File: src/rtl/comparator_nway_pkg.sv
// Shared definitions for the N-way compare-select datapath.
package comparator_pkg;

  typedef enum logic {
    MODE_MAX = 1'b0,
    MODE_MIN = 1'b1
  } mode_e;

  // Ceiling log2 for elaboration-time sizing (returns 0 for n <= 1).
  function automatic int unsigned clog2(input int unsigned n);
    int unsigned r;
    int unsigned v;
    r = 0;
    v = 1;
    while (v < n) begin
      v = v << 1;
      r = r + 1;
    end
    return r;
  endfunction

endpackage

File: src/rtl/comparator_nway_cmp_node.sv
// Combinational two-input compare-select node: picks the more extreme
// value under the given mode, lower index wins ties, and propagates the
// all-equal flag of the subtree.
module cmp_node
  import comparator_pkg::*;
#(
  parameter int unsigned WIDTH  = 8,
  parameter int unsigned IW     = 2,
  parameter bit          SIGNED = 1'b0
) (
  input  logic             mode,
  input  logic [WIDTH-1:0] l_value,
  input  logic [IW-1:0]    l_index,
  input  logic             l_equal,
  input  logic [WIDTH-1:0] r_value,
  input  logic [IW-1:0]    r_index,
  input  logic             r_equal,
  output logic [WIDTH-1:0] o_value,
  output logic [IW-1:0]    o_index,
  output logic             o_equal
);

  // True when a is strictly more extreme than b under mode m.
  function automatic logic beats(input logic [WIDTH-1:0] a, input logic [WIDTH-1:0] b,
                                 input mode_e m);
    logic signed [WIDTH:0] ea;
    logic signed [WIDTH:0] eb;
    ea = {(SIGNED ? a[WIDTH-1] : 1'b0), a};
    eb = {(SIGNED ? b[WIDTH-1] : 1'b0), b};
    return (m == MODE_MAX) ? (ea > eb) : (ea < eb);
  endfunction

  logic pick_r;

  // Select right only if strictly better, or tied with a lower index.
  always_comb begin
    pick_r  = beats(r_value, l_value, mode_e'(mode)) ||
              ((r_value == l_value) && (r_index < l_index));
    o_value = pick_r ? r_value : l_value;
    o_index = pick_r ? r_index : l_index;
    o_equal = l_equal && r_equal && (l_value == r_value);
  end

endmodule

File: src/rtl/comparator_nway.sv
// N-channel compare-select pipeline: leaf capture register followed by one
// registered tree level per compare stage, global stall backpressure and a
// running-extremum accumulator on the output handshake.
module comparator_nway
  import comparator_pkg::*;
#(
  parameter int unsigned WIDTH    = 8,
  parameter int unsigned CHANNELS = 4,
  parameter bit          SIGNED   = 1'b0
) (
  input  logic                          clk,
  input  logic                          rst,
  input  logic                          in_valid,
  output logic                          in_ready,
  input  logic [CHANNELS*WIDTH-1:0]     in_data,
  input  logic                          in_mode,
  input  logic                          acc_clear,
  output logic                          out_valid,
  input  logic                          out_ready,
  output logic [WIDTH-1:0]              out_value,
  output logic [clog2(CHANNELS)-1:0]    out_index,
  output logic                          out_all_equal,
  output logic                          acc_valid,
  output logic [WIDTH-1:0]              acc_value,
  output logic [clog2(CHANNELS)-1:0]    acc_index
);

  localparam int unsigned STAGES = clog2(CHANNELS);
  localparam int unsigned IW     = STAGES;
  localparam int unsigned NODES  = CHANNELS - 1;

  // Tree nodes are stored level by level: level l starts at CHANNELS - 2*(CHANNELS>>l).
  logic [WIDTH-1:0] leaf  [CHANNELS];
  logic [WIDTH-1:0] t_val [NODES];
  logic [IW-1:0]    t_idx [NODES];
  logic             t_eq  [NODES];
  logic [WIDTH-1:0] n_val [NODES];
  logic [IW-1:0]    n_idx [NODES];
  logic             n_eq  [NODES];
  logic [STAGES:0]  vld;
  mode_e            mode  [STAGES+1];
  logic             stall;
  logic             fire_out;

  function automatic logic beats(input logic [WIDTH-1:0] a, input logic [WIDTH-1:0] b,
                                 input mode_e m);
    logic signed [WIDTH:0] ea;
    logic signed [WIDTH:0] eb;
    ea = {(SIGNED ? a[WIDTH-1] : 1'b0), a};
    eb = {(SIGNED ? b[WIDTH-1] : 1'b0), b};
    return (m == MODE_MAX) ? (ea > eb) : (ea < eb);
  endfunction

  assign stall    = out_valid && !out_ready;
  assign in_ready = !stall;
  assign fire_out = out_valid && out_ready;

  assign out_valid     = vld[STAGES];
  assign out_value     = t_val[NODES-1];
  assign out_index     = t_idx[NODES-1];
  assign out_all_equal = t_eq[NODES-1];

  for (genvar l = 1; l <= STAGES; l++) begin : g_lvl
    localparam int unsigned N   = CHANNELS >> l;
    localparam int unsigned OFS = CHANNELS - 2 * (CHANNELS >> l);
    for (genvar j = 0; j < N; j++) begin : g_node
      if (l == 1) begin : g_leaf_in
        cmp_node #(.WIDTH(WIDTH), .IW(IW), .SIGNED(SIGNED)) u_node (
          .mode    (mode[0]),
          .l_value (leaf[2*j]),
          .l_index (IW'(2*j)),
          .l_equal (1'b1),
          .r_value (leaf[2*j+1]),
          .r_index (IW'(2*j+1)),
          .r_equal (1'b1),
          .o_value (n_val[OFS+j]),
          .o_index (n_idx[OFS+j]),
          .o_equal (n_eq[OFS+j])
        );
      end else begin : g_tree_in
        localparam int unsigned PO = CHANNELS - 2 * (CHANNELS >> (l-1));
        cmp_node #(.WIDTH(WIDTH), .IW(IW), .SIGNED(SIGNED)) u_node (
          .mode    (mode[l-1]),
          .l_value (t_val[PO+2*j]),
          .l_index (t_idx[PO+2*j]),
          .l_equal (t_eq[PO+2*j]),
          .r_value (t_val[PO+2*j+1]),
          .r_index (t_idx[PO+2*j+1]),
          .r_equal (t_eq[PO+2*j+1]),
          .o_value (n_val[OFS+j]),
          .o_index (n_idx[OFS+j]),
          .o_equal (n_eq[OFS+j])
        );
      end
    end
  end

  // Pipeline registers: every stage advances together unless the output stalls.
  always_ff @(posedge clk or posedge rst) begin
    if (rst) begin
      vld <= '0;
      for (int unsigned s = 0; s <= STAGES; s++) mode[s] <= MODE_MAX;
      for (int unsigned k = 0; k < CHANNELS; k++) leaf[k] <= '0;
      for (int unsigned i = 0; i < NODES; i++) begin
        t_val[i] <= '0;
        t_idx[i] <= '0;
        t_eq[i]  <= 1'b0;
      end
    end else if (!stall) begin
      vld[0]  <= in_valid;
      mode[0] <= mode_e'(in_mode);
      for (int unsigned s = 1; s <= STAGES; s++) begin
        vld[s]  <= vld[s-1];
        mode[s] <= mode[s-1];
      end
      for (int unsigned k = 0; k < CHANNELS; k++) leaf[k] <= in_data[k*WIDTH +: WIDTH];
      for (int unsigned i = 0; i < NODES; i++) begin
        t_val[i] <= n_val[i];
        t_idx[i] <= n_idx[i];
        t_eq[i]  <= n_eq[i];
      end
    end
  end

  // Running extremum: clear dominates; otherwise load/replace on handshake,
  // ties keep the older entry.
  always_ff @(posedge clk or posedge rst) begin
    if (rst) begin
      acc_valid <= 1'b0;
      acc_value <= '0;
      acc_index <= '0;
    end else if (acc_clear) begin
      acc_valid <= 1'b0;
      acc_value <= '0;
      acc_index <= '0;
    end else if (fire_out && (!acc_valid || beats(out_value, acc_value, mode[STAGES]))) begin
      acc_valid <= 1'b1;
      acc_value <= out_value;
      acc_index <= out_index;
    end
  end

endmodule

File: config.mk
export PLATFORM = sky130hd
export DESIGN_NAME = comparator_nway
export DESIGN_NICKNAME = d
export VERILOG_FILES = /design/src/rtl/comparator_nway_pkg.sv /design/src/rtl/comparator_nway_cmp_node.sv /design/src/rtl/comparator_nway.sv
export SDC_FILE = /design/constraint.sdc
export NUM_CORES = 1
export LEC_CHECK = 0
export ABC_AREA = 1
export CAP_MARGIN = 20
export CORE_MARGIN = 1.5
export CORE_UTILIZATION = 53
export CTS_CLUSTER_DIAMETER = 40
export CTS_CLUSTER_SIZE = 20
export DETAILED_ROUTE_END_ITERATION = 6
export GPL_ROUTABILITY_DRIVEN = 0
export PLACE_DENSITY_LB_ADDON = 0.05
export SYNTH_ARGS = -nofsm -noshare
export SYNTH_HDL_FRONTEND = slang
export SYNTH_SLANG_ARGS = --single-unit
File: constraint.sdc
create_clock -name clk -period 7.1 [get_ports clk]
set_input_delay 1.42 -clock clk [delete_from_list [all_inputs] [get_ports clk]]
set_output_delay 1.42 -clock clk [all_outputs]
set_load 0.01 [all_outputs]
==> impl_metrics.toml, run 1 <==
[synth]
ys_types = 26
synth_area_per_cell_um2 = 8.04
synth_warnings = 0
syn_nets = 613
synth_area_um2 = 4370
ys_seq_area_frac = 0.464
synth_seq_cells = 81
ys_top_cells_by_area = "dfrtp_1, nand2_1, ha_1, nand3_1, inv_1"
synth_top_area_frac = 0.464
netlist.top_cell.by_area = "dfrtp_1"
syn_inst = 543

[detailed_routing]
num_vias = 3642
ant_nets = 0
dr.pass1.iters = 5
avgRoutedWirePerCell_um = 12.4
drcViolationCount = 0
wl_um = 8740
vias_per_cell = 5.16
initialDrtViolationCount = 131

[grt]
antenna_found_initial = 0
use_met1 = 0.291
grt_pass1_vias = 3553
grt_max_degree = 100
use_met2 = 0.375
grt_pass1_wl_um = 15600
grt_usage = 0.223
grt_remaining_overflow = 0
busiest_layer = "met2"
grt_use_met3 = 0.0307

[timing]
rsz0062_at_grt = "no"
max_freq_ghz = 0.233
final.setup_skew_ns = 0.00951
period_minus_slack_ns = 4.30
tns_ns = 0
worst_slack_ns = 2.80
min_period_over_period = 0.606
drv_slew = 0
holdWs_ns = 0.461
timing.final.hold_violations = 0
max_slew_margin = 0.443
tightest_slew_ns = 0.836
final-setup-viol-count = 0

[pwr]
p_per_area_nw_per_um2 = 396
p_clk_frac = 0.169
seqPwrFrac = 0.350
internal_power_mw = 1.21
power_frac_comb = 0.482
ir_worst_vdd_uv = 194
p_leak_nw = 2.75
p_sw_uw = 871
sw_frac_of_total = 0.418

[clock_network]
htree_levels = 3
postCtsHoldBufs = 0
cts_buffer_depth = 2
cts_inserted_buffers = 9
cts.clk_slew.worst_paths_ns = 0.08
postCtsSetupBuffers = 0
cts_root_buf = "clkbuf_8"
ctsResizeCount = 0
cts_sinks = 81
cts_tree = "yes"
clock_latency_ns = 0.35

[finish]
layout_commonest_cell = "nand2_1"
drive_gt1_frac = 0.0646
layout_common_cells = "nand2_1, dfrtp_1, inv_1"
antenna_cells = 0
fin_cells = 706
final_area_um2 = 5270
fin_nets = 671
area_delta_synth_final_pct = 20.6

[floorplanning]
core_um2 = 7850
start_util = 0.556
ios = 62
rows = 32
die_h_um = 93.8
dieArea_um2 = 8790
die_x_um = 93.8

[place]
place_area_um2 = 5040
port_buffers = 61
hpwl_um = 6300
place_ws_ns = 2.78
dp_cells = 691

[hold_path]
min_path_type = "flip-flop to flip-flop"

[critical_path]
cp.required_ns = 5.68
crit_fanout = 40
cp-end-kind = "output port"
startpoint_type = "input port"
worstPathArrival_ns = 2.88
path_class = "input port to output port"

[outcome]
status = "completed"

[run]
maxCapViolations = 0
-- metal layers --
| layer | routed length [um] | vias up |
|---|---|---|
| met4 | 120 | 0 |
| met3 | 243 | 12 |
| li1 | - | 1866 |
| met1 | 4190 | 1707 |
| met5 | 0 | - |
| met2 | 4180 | 57 |
-- area by class of cell --
| type | instances | area, um2 |
|---|---|---|
| clock inverter | 4 | 70.1 |
| sequential | 81 | 2030 |
| timing repair buffer | 65 | 661 |
| tap | 102 | 128 |
| clock buffer | 10 | 128 |
| fill | 667 | 2580 |
| multi-input combinational | 367 | 1960 |
| inverter | 77 | 289 |
-- cell usage after synthesis (all sizes together) --
master	instances
nand3	61
o21a	2
clkbuf	11
a21o	2
a21oi	10
o21ai	42
nand4	20
nand2	179
inv	77
nor3	1
buf	7
or2	1
ha	32
dfrtp	81
nor2	17
-- metrics by stage --
stage | util | total power [mW]
finish | 0.671 | 2.08
global route | 0.671 | 2.29
CTS | 0.667 | 2.10
detailed placement | 0.642 | 1.74
global placement | 0.642 | 1.70
floorplan | - | 1.44
-- flip-flops by register name, summed over array words and instances, names as in the netlist --
register and cells:
leaf 32, t_val 16, acc_value 8, out_value 8, mode 3, t_idx 3, vld 3, acc_index 2
out_index 2, t_eq 2, acc_valid 1, out_all_equal 1
-- logic make-up after synthesis --
| logic type | Yosys count | synth area share |
|---|---|---|
| AO/OA/AOI/OAI | 56 | 0.0665 |
| adder cells (fa/ha/maj) | 32 | 0.0917 |
| buffers and inverters | 95 | 0.0860 |
| flip-flops | 81 | 0.464 |
| AND/OR/NAND/NOR | 279 | 0.291 |
-- path summary, 6_finish.rpt --
path | from | to | slack (ns) | cells past startpoint
min in group asynchronous | rst | leaf[0] | 1.35 | 3
hold reg to reg | vld[1] | vld[2] | 0.46 | 2
max in group asynchronous | rst | t_val[19] | 5.19 | 4
setup reg to reg | out_value[7] | acc_value[6] | 4.97 | 9
setup / recovery | out_ready | in_ready | 2.80 | 5
hold / removal | vld[1] | vld[2] | 0.46 | 2
-- critical path, stage by stage --
cell and delay (ns):
clkdlybuf4s50_1 0.44, nor2_2 0.12, buf_4 0.35, inv_2 0.06
clkdlybuf4s50_1 0.48
-- power by group through the flow --
stage               Combinational (mW)  Clock [mW]  Sequential [mW]
finish                            1.00       0.351            0.728
detailed placement                1.00           0            0.736
global placement                 0.967           0            0.733
global route                      1.16       0.380            0.748
CTS                               1.01       0.360            0.729
floorplan                        0.719           0            0.725
Note: power is estimated with default switching activity, not from simulation.
==> run 2, diff against run 1 <==
--- a/config.mk
+++ b/config.mk
@@ -8,7 +8,7 @@
 export ABC_AREA = 1
 export CAP_MARGIN = 20
 export CORE_MARGIN = 1.5
-export CORE_UTILIZATION = 53
+export CORE_UTILIZATION = 50
 export CTS_CLUSTER_DIAMETER = 40
 export CTS_CLUSTER_SIZE = 20
 export DETAILED_ROUTE_END_ITERATION = 6
==> constraint.sdc (replaced) <==
create_clock -name clk -period 3.85 [get_ports clk]
set_input_delay 0.77 -clock clk [delete_from_list [all_inputs] [get_ports clk]]
set_output_delay 0.77 -clock clk [all_outputs]
set_load 0.01 [all_outputs]
==> impl_metrics.toml, run 2 (synthesis results as in run 1) <==
[clock_network]
clock_latency_ns = 0.34
postCtsSetupBuffers = 0
cts_root_buf = "clkbuf_8"
cts.clk_slew.worst_paths_ns = 0.08
ctsResizeCount = 0
cts_buffer_depth = 2
postCtsHoldBufs = 0
cts_sinks = 81
cts_inserted_buffers = 9
cts_tree = "yes"
htree_levels = 3

[finish]
area_delta_synth_final_pct = 21.4
largest_reg_flops = 32
antenna_cells = 0
layout_common_cells = "nand2_1, dfrtp_1, inv_1"
layout_commonest_cell = "nand2_1"
final_util = 0.635
drive_gt1_frac = 0.0661
largestRegisters = "leaf (32), t_val (16)"
fillCellCount = 738
seqCellArea_um2 = 2030
regMostFlops = "leaf"
fin_nets = 670
final_area_um2 = 5300
multiInputGateArea_um2 = 1960

[grt]
grt_pass1_vias = 3416
grt_max_degree = 100
grt_pass1_wl_um = 15400
antenna_found_initial = 0
grt_remaining_overflow = 0
grt_usage = 0.213

[critical_path]
cp.required_ns = 3.08
startpoint_type = "input port"
worstPathArrival_ns = 1.89
rrSetupSlack_ns = 1.76
path_class = "input port to output port"
cp-end-kind = "output port"
crit_fanout = 2

[pwr]
p_per_area_nw_per_um2 = 745
p_leak_nw = 2.76
ir_worst_vdd_uv = 326

[detailed_routing]
avgRoutedWirePerCell_um = 12.6
vias_per_cell = 5.09
drcViolationCount = 0
dr.pass1.iters = 4
num_vias = 3612
wl_um = 8940
ant_nets = 0
initialDrtViolationCount = 213

[floorplanning]
core_um2 = 8340
ios = 62
die_x_um = 96.4
dieArea_um2 = 9300
start_util = 0.523
rows = 33
die_h_um = 96.4

[place]
hpwl_um = 6430
port_buffers = 61
place_area_um2 = 5060

[timing]
period_minus_slack_ns = 2.66
timing.final.hold_violations = 0
min_period_over_period = 0.691
tightest_slew_ns = 0.835
max_freq_ghz = 0.376
drv_slew = 0
final.setup_skew_ns = 0.0103
max_slew_margin = 0.443
rsz0062_at_grt = "no"
tns_ns = 0
final-setup-viol-count = 0

[run]
maxCapViolations = 0

[hold_path]
min_path_type = "flip-flop to flip-flop"

[outcome]
status = "completed"
run 2: power breakdown:
part	internal, mW	switching [mW]
Clock	0.448	0.304
Combinational	0.747	1.11
Sequential	1.13	0.210
run 2: area by class of cell:
cell class                      instances  share of cell area
Timing Repair Buffer                   64               0.122
Clock buffer                           11              0.0267
Clock inverter                          5              0.0194
Tap cell                              105              0.0248
Sequential cell                        81               0.382
Inverter                               77              0.0545
Multi-Input combinational cell        367               0.370
run 2: worst max-delay path: stages:
cell             delay [ns]
clkdlybuf4s50_1        0.49
nor2_2                 0.06
inv_2                  0.05
clkdlybuf4s50_1        0.52
run 2: layer usage:
| metal | part of all wire | global-route usage |
|---|---|---|
| met5 | 0 | 0 |
| met3 | 0.044 | 0.0446 |
| met2 | 0.47 | 0.356 |
| met4 | 0.0093 | 0.0592 |
| met1 | 0.47 | 0.281 |
run 2: metrics by stage:
stage	setup WS [ns]	power [mW]	hold slack [ns]	std cells
after floorplan	1.00	2.66	0.419	543
after global placement	1.18	3.15	0.431	694
after detailed placement	1.18	3.22	0.443	694
after CTS	1.18	3.99	0.464	710
after global routing	1.10	4.34	0.499	710
final	1.19	3.95	0.455	710
run 2: worst paths after layout:
path	endpoint	start	cells after the start
worst max-delay path	in_ready	out_ready	4
worst max register to register	acc_index[1]	out_value[7]	9
worst min register to register	vld[2]	vld[1]	2
max in group asynchronous	leaf[20]	rst	3
worst min-delay path	vld[2]	vld[1]	2
min in group asynchronous	out_value[0]	rst	2
==> run 3, diff against run 2 <==
--- a/config.mk
+++ b/config.mk
@@ -8,7 +8,7 @@
 export ABC_AREA = 1
 export CAP_MARGIN = 20
 export CORE_MARGIN = 1.5
-export CORE_UTILIZATION = 50
+export CORE_UTILIZATION = 53
 export CTS_CLUSTER_DIAMETER = 40
 export CTS_CLUSTER_SIZE = 20
 export DETAILED_ROUTE_END_ITERATION = 6
==> constraint.sdc (replaced) <==
create_clock -name clk -period 2.7 [get_ports clk]
set_input_delay 0.54 -clock clk [delete_from_list [all_inputs] [get_ports clk]]
set_output_delay 0.54 -clock clk [all_outputs]
set_load 0.01 [all_outputs]
==> impl_metrics.toml, run 3 (synthesis results as in run 1) <==
[hold_path]
hold_path_end = "vld[2]"
hold_depth = 2
min_path_type = "flip-flop to flip-flop"
worstHoldStart = "vld[1]"

[detailed_routing]
initialDrtViolationCount = 200
dr.pass1.iters = 4
avgRoutedWirePerCell_um = 12.6
vias_per_cell = 5.20
wl_um = 8890
ant_nets = 0
drcViolationCount = 0
num_vias = 3676

[clock_network]
htree_levels = 3
postCtsHoldBufs = 0
ctsResizeCount = 0
cts_buffer_depth = 2
cts_sinks = 81
cts_tree = "yes"
cts_root_buf = "clkbuf_8"
postCtsSetupBuffers = 0
clock_latency_ns = 0.35
cts_inserted_buffers = 9
cts.clk_slew.worst_paths_ns = 0.08

[floorplanning]
dieArea_um2 = 8790
ios = 62
start_util = 0.556
die_h_um = 93.8
die_x_um = 93.8
core_um2 = 7850
rows = 32

[pwr]
power_frac_comb = 0.490
p_per_area_nw_per_um2 = 1040
p_sw_mw = 2.32
p_leak_nw = 2.74
sw_frac_of_total = 0.425
internal_power_mw = 3.14
ir_worst_vdd_uv = 540
seqPwrFrac = 0.351
p_total_mw = 5.46
p_clk_frac = 0.159

[critical_path]
startpoint_type = "input port"
worstRegToRegCells = 9
path_class = "input port to output port"
crit_fanout = 2
cp.required_ns = 2.16
rrSetupSlack_ns = 0.50
timing.rr.start = "out_value[7]"
worstPathArrival_ns = 1.67
cp-end-kind = "output port"
r2r-end = "acc_index[1]"

[finish]
largest_reg_flops = 32
area_delta_synth_final_pct = 20.1
seqCellArea_um2 = 2030
fillCellCount = 695
fin_cells = 707
largestRegisters = "leaf (32), t_val (16)"
antenna_cells = 0
layout_common_cells = "nand2_1, dfrtp_1, inv_1"
layout_commonest_cell = "nand2_1"
regMostFlops = "leaf"
fin_nets = 670
multiInputGateArea_um2 = 1960
drive_gt1_frac = 0.0628

[timing]
tightest_slew_ns = 0.834
rsz0062_at_grt = "no"
worst_slack_ns = 0.489
tns_ns = 0
drv_slew = 0
max_freq_ghz = 0.452
max_slew_margin = 0.444
min_period_over_period = 0.819
final.setup_skew_ns = 0.0117
final-setup-viol-count = 0
period_minus_slack_ns = 2.21
timing.final.hold_violations = 0

[grt]
grt_usage = 0.230
grt_max_degree = 100
grt_remaining_overflow = 0
antenna_found_initial = 0
grt_pass1_vias = 3567
grt_pass1_wl_um = 16000

[place]
place_ws_ns = 0.475
hpwl_um = 6380
port_buffers = 61
dp_cells = 691

[run]
maxCapViolations = 0

[outcome]
status = "completed"
## run 3: changes by cell type in the layout (fill, tap and decap cells not counted), sizes merged
| cell | delta |
|---|---|
| bufinv | -2 |
| clkbuf | +2 |
| clkinv | +1 |
| clkinvlp | -1 |
## run 3: per-layer routing
| layer | track usage | routed length, um |
|---|---|---|
| met3 | 0.0324 | 291 |
| met5 | 0 | 0 |
| met2 | 0.377 | 4290 |
| met1 | 0.318 | 4200 |
| met4 | 0.0697 | 116 |
## run 3: worst max-delay path by stage
| stage | from | to | slack [ns] | depth (start not counted) |
|---|---|---|---|---|
| global route | out_value[7] | acc_value[7] | 0.35 | 9 |
| finish | out_ready | in_ready | 0.49 | 4 |
| global placement | out_ready | in_ready | 0.50 | 4 |
| floorplan | rst | acc_index[0] | 0.08 | 1 |
| detailed placement | out_ready | in_ready | 0.48 | 4 |
| CTS | out_ready | in_ready | 0.47 | 4 |
## run 3: area by class of cell
cell class | count | share of cell area
Clock inverter | 3 | 0.00764
Tap cell | 102 | 0.0243
Inverter | 77 | 0.0551
Timing Repair Buffer | 64 | 0.123
Sequential cell | 81 | 0.387
Clock buffer | 13 | 0.0284
Multi-Input combinational cell | 367 | 0.375
## run 3: power by group through the flow
stage	clock network, mW	logic, mW	registers [mW]
final	0.868	2.68	1.91
after global routing	0.950	3.09	1.97
after global placement	0	2.55	1.92
after CTS	0.888	2.68	1.91
after detailed placement	0	2.67	1.93
after floorplan	0	1.89	1.91
## run 3: metrics by stage
stage	util	instance area [um2]	hold slack, ns
floorplan	-	4370	0.419
global placement	0.644	5050	0.434
detailed placement	0.644	5050	0.443
CTS	0.668	5240	0.459
global route	0.668	5240	0.462
finish	0.668	5240	0.455
## run 3: worst max-delay path, stage by stage
cell             delay (ns)
clkdlybuf4s50_1        0.50
nor2_2                 0.06
inv_2                  0.05
clkdlybuf4s50_1        0.52
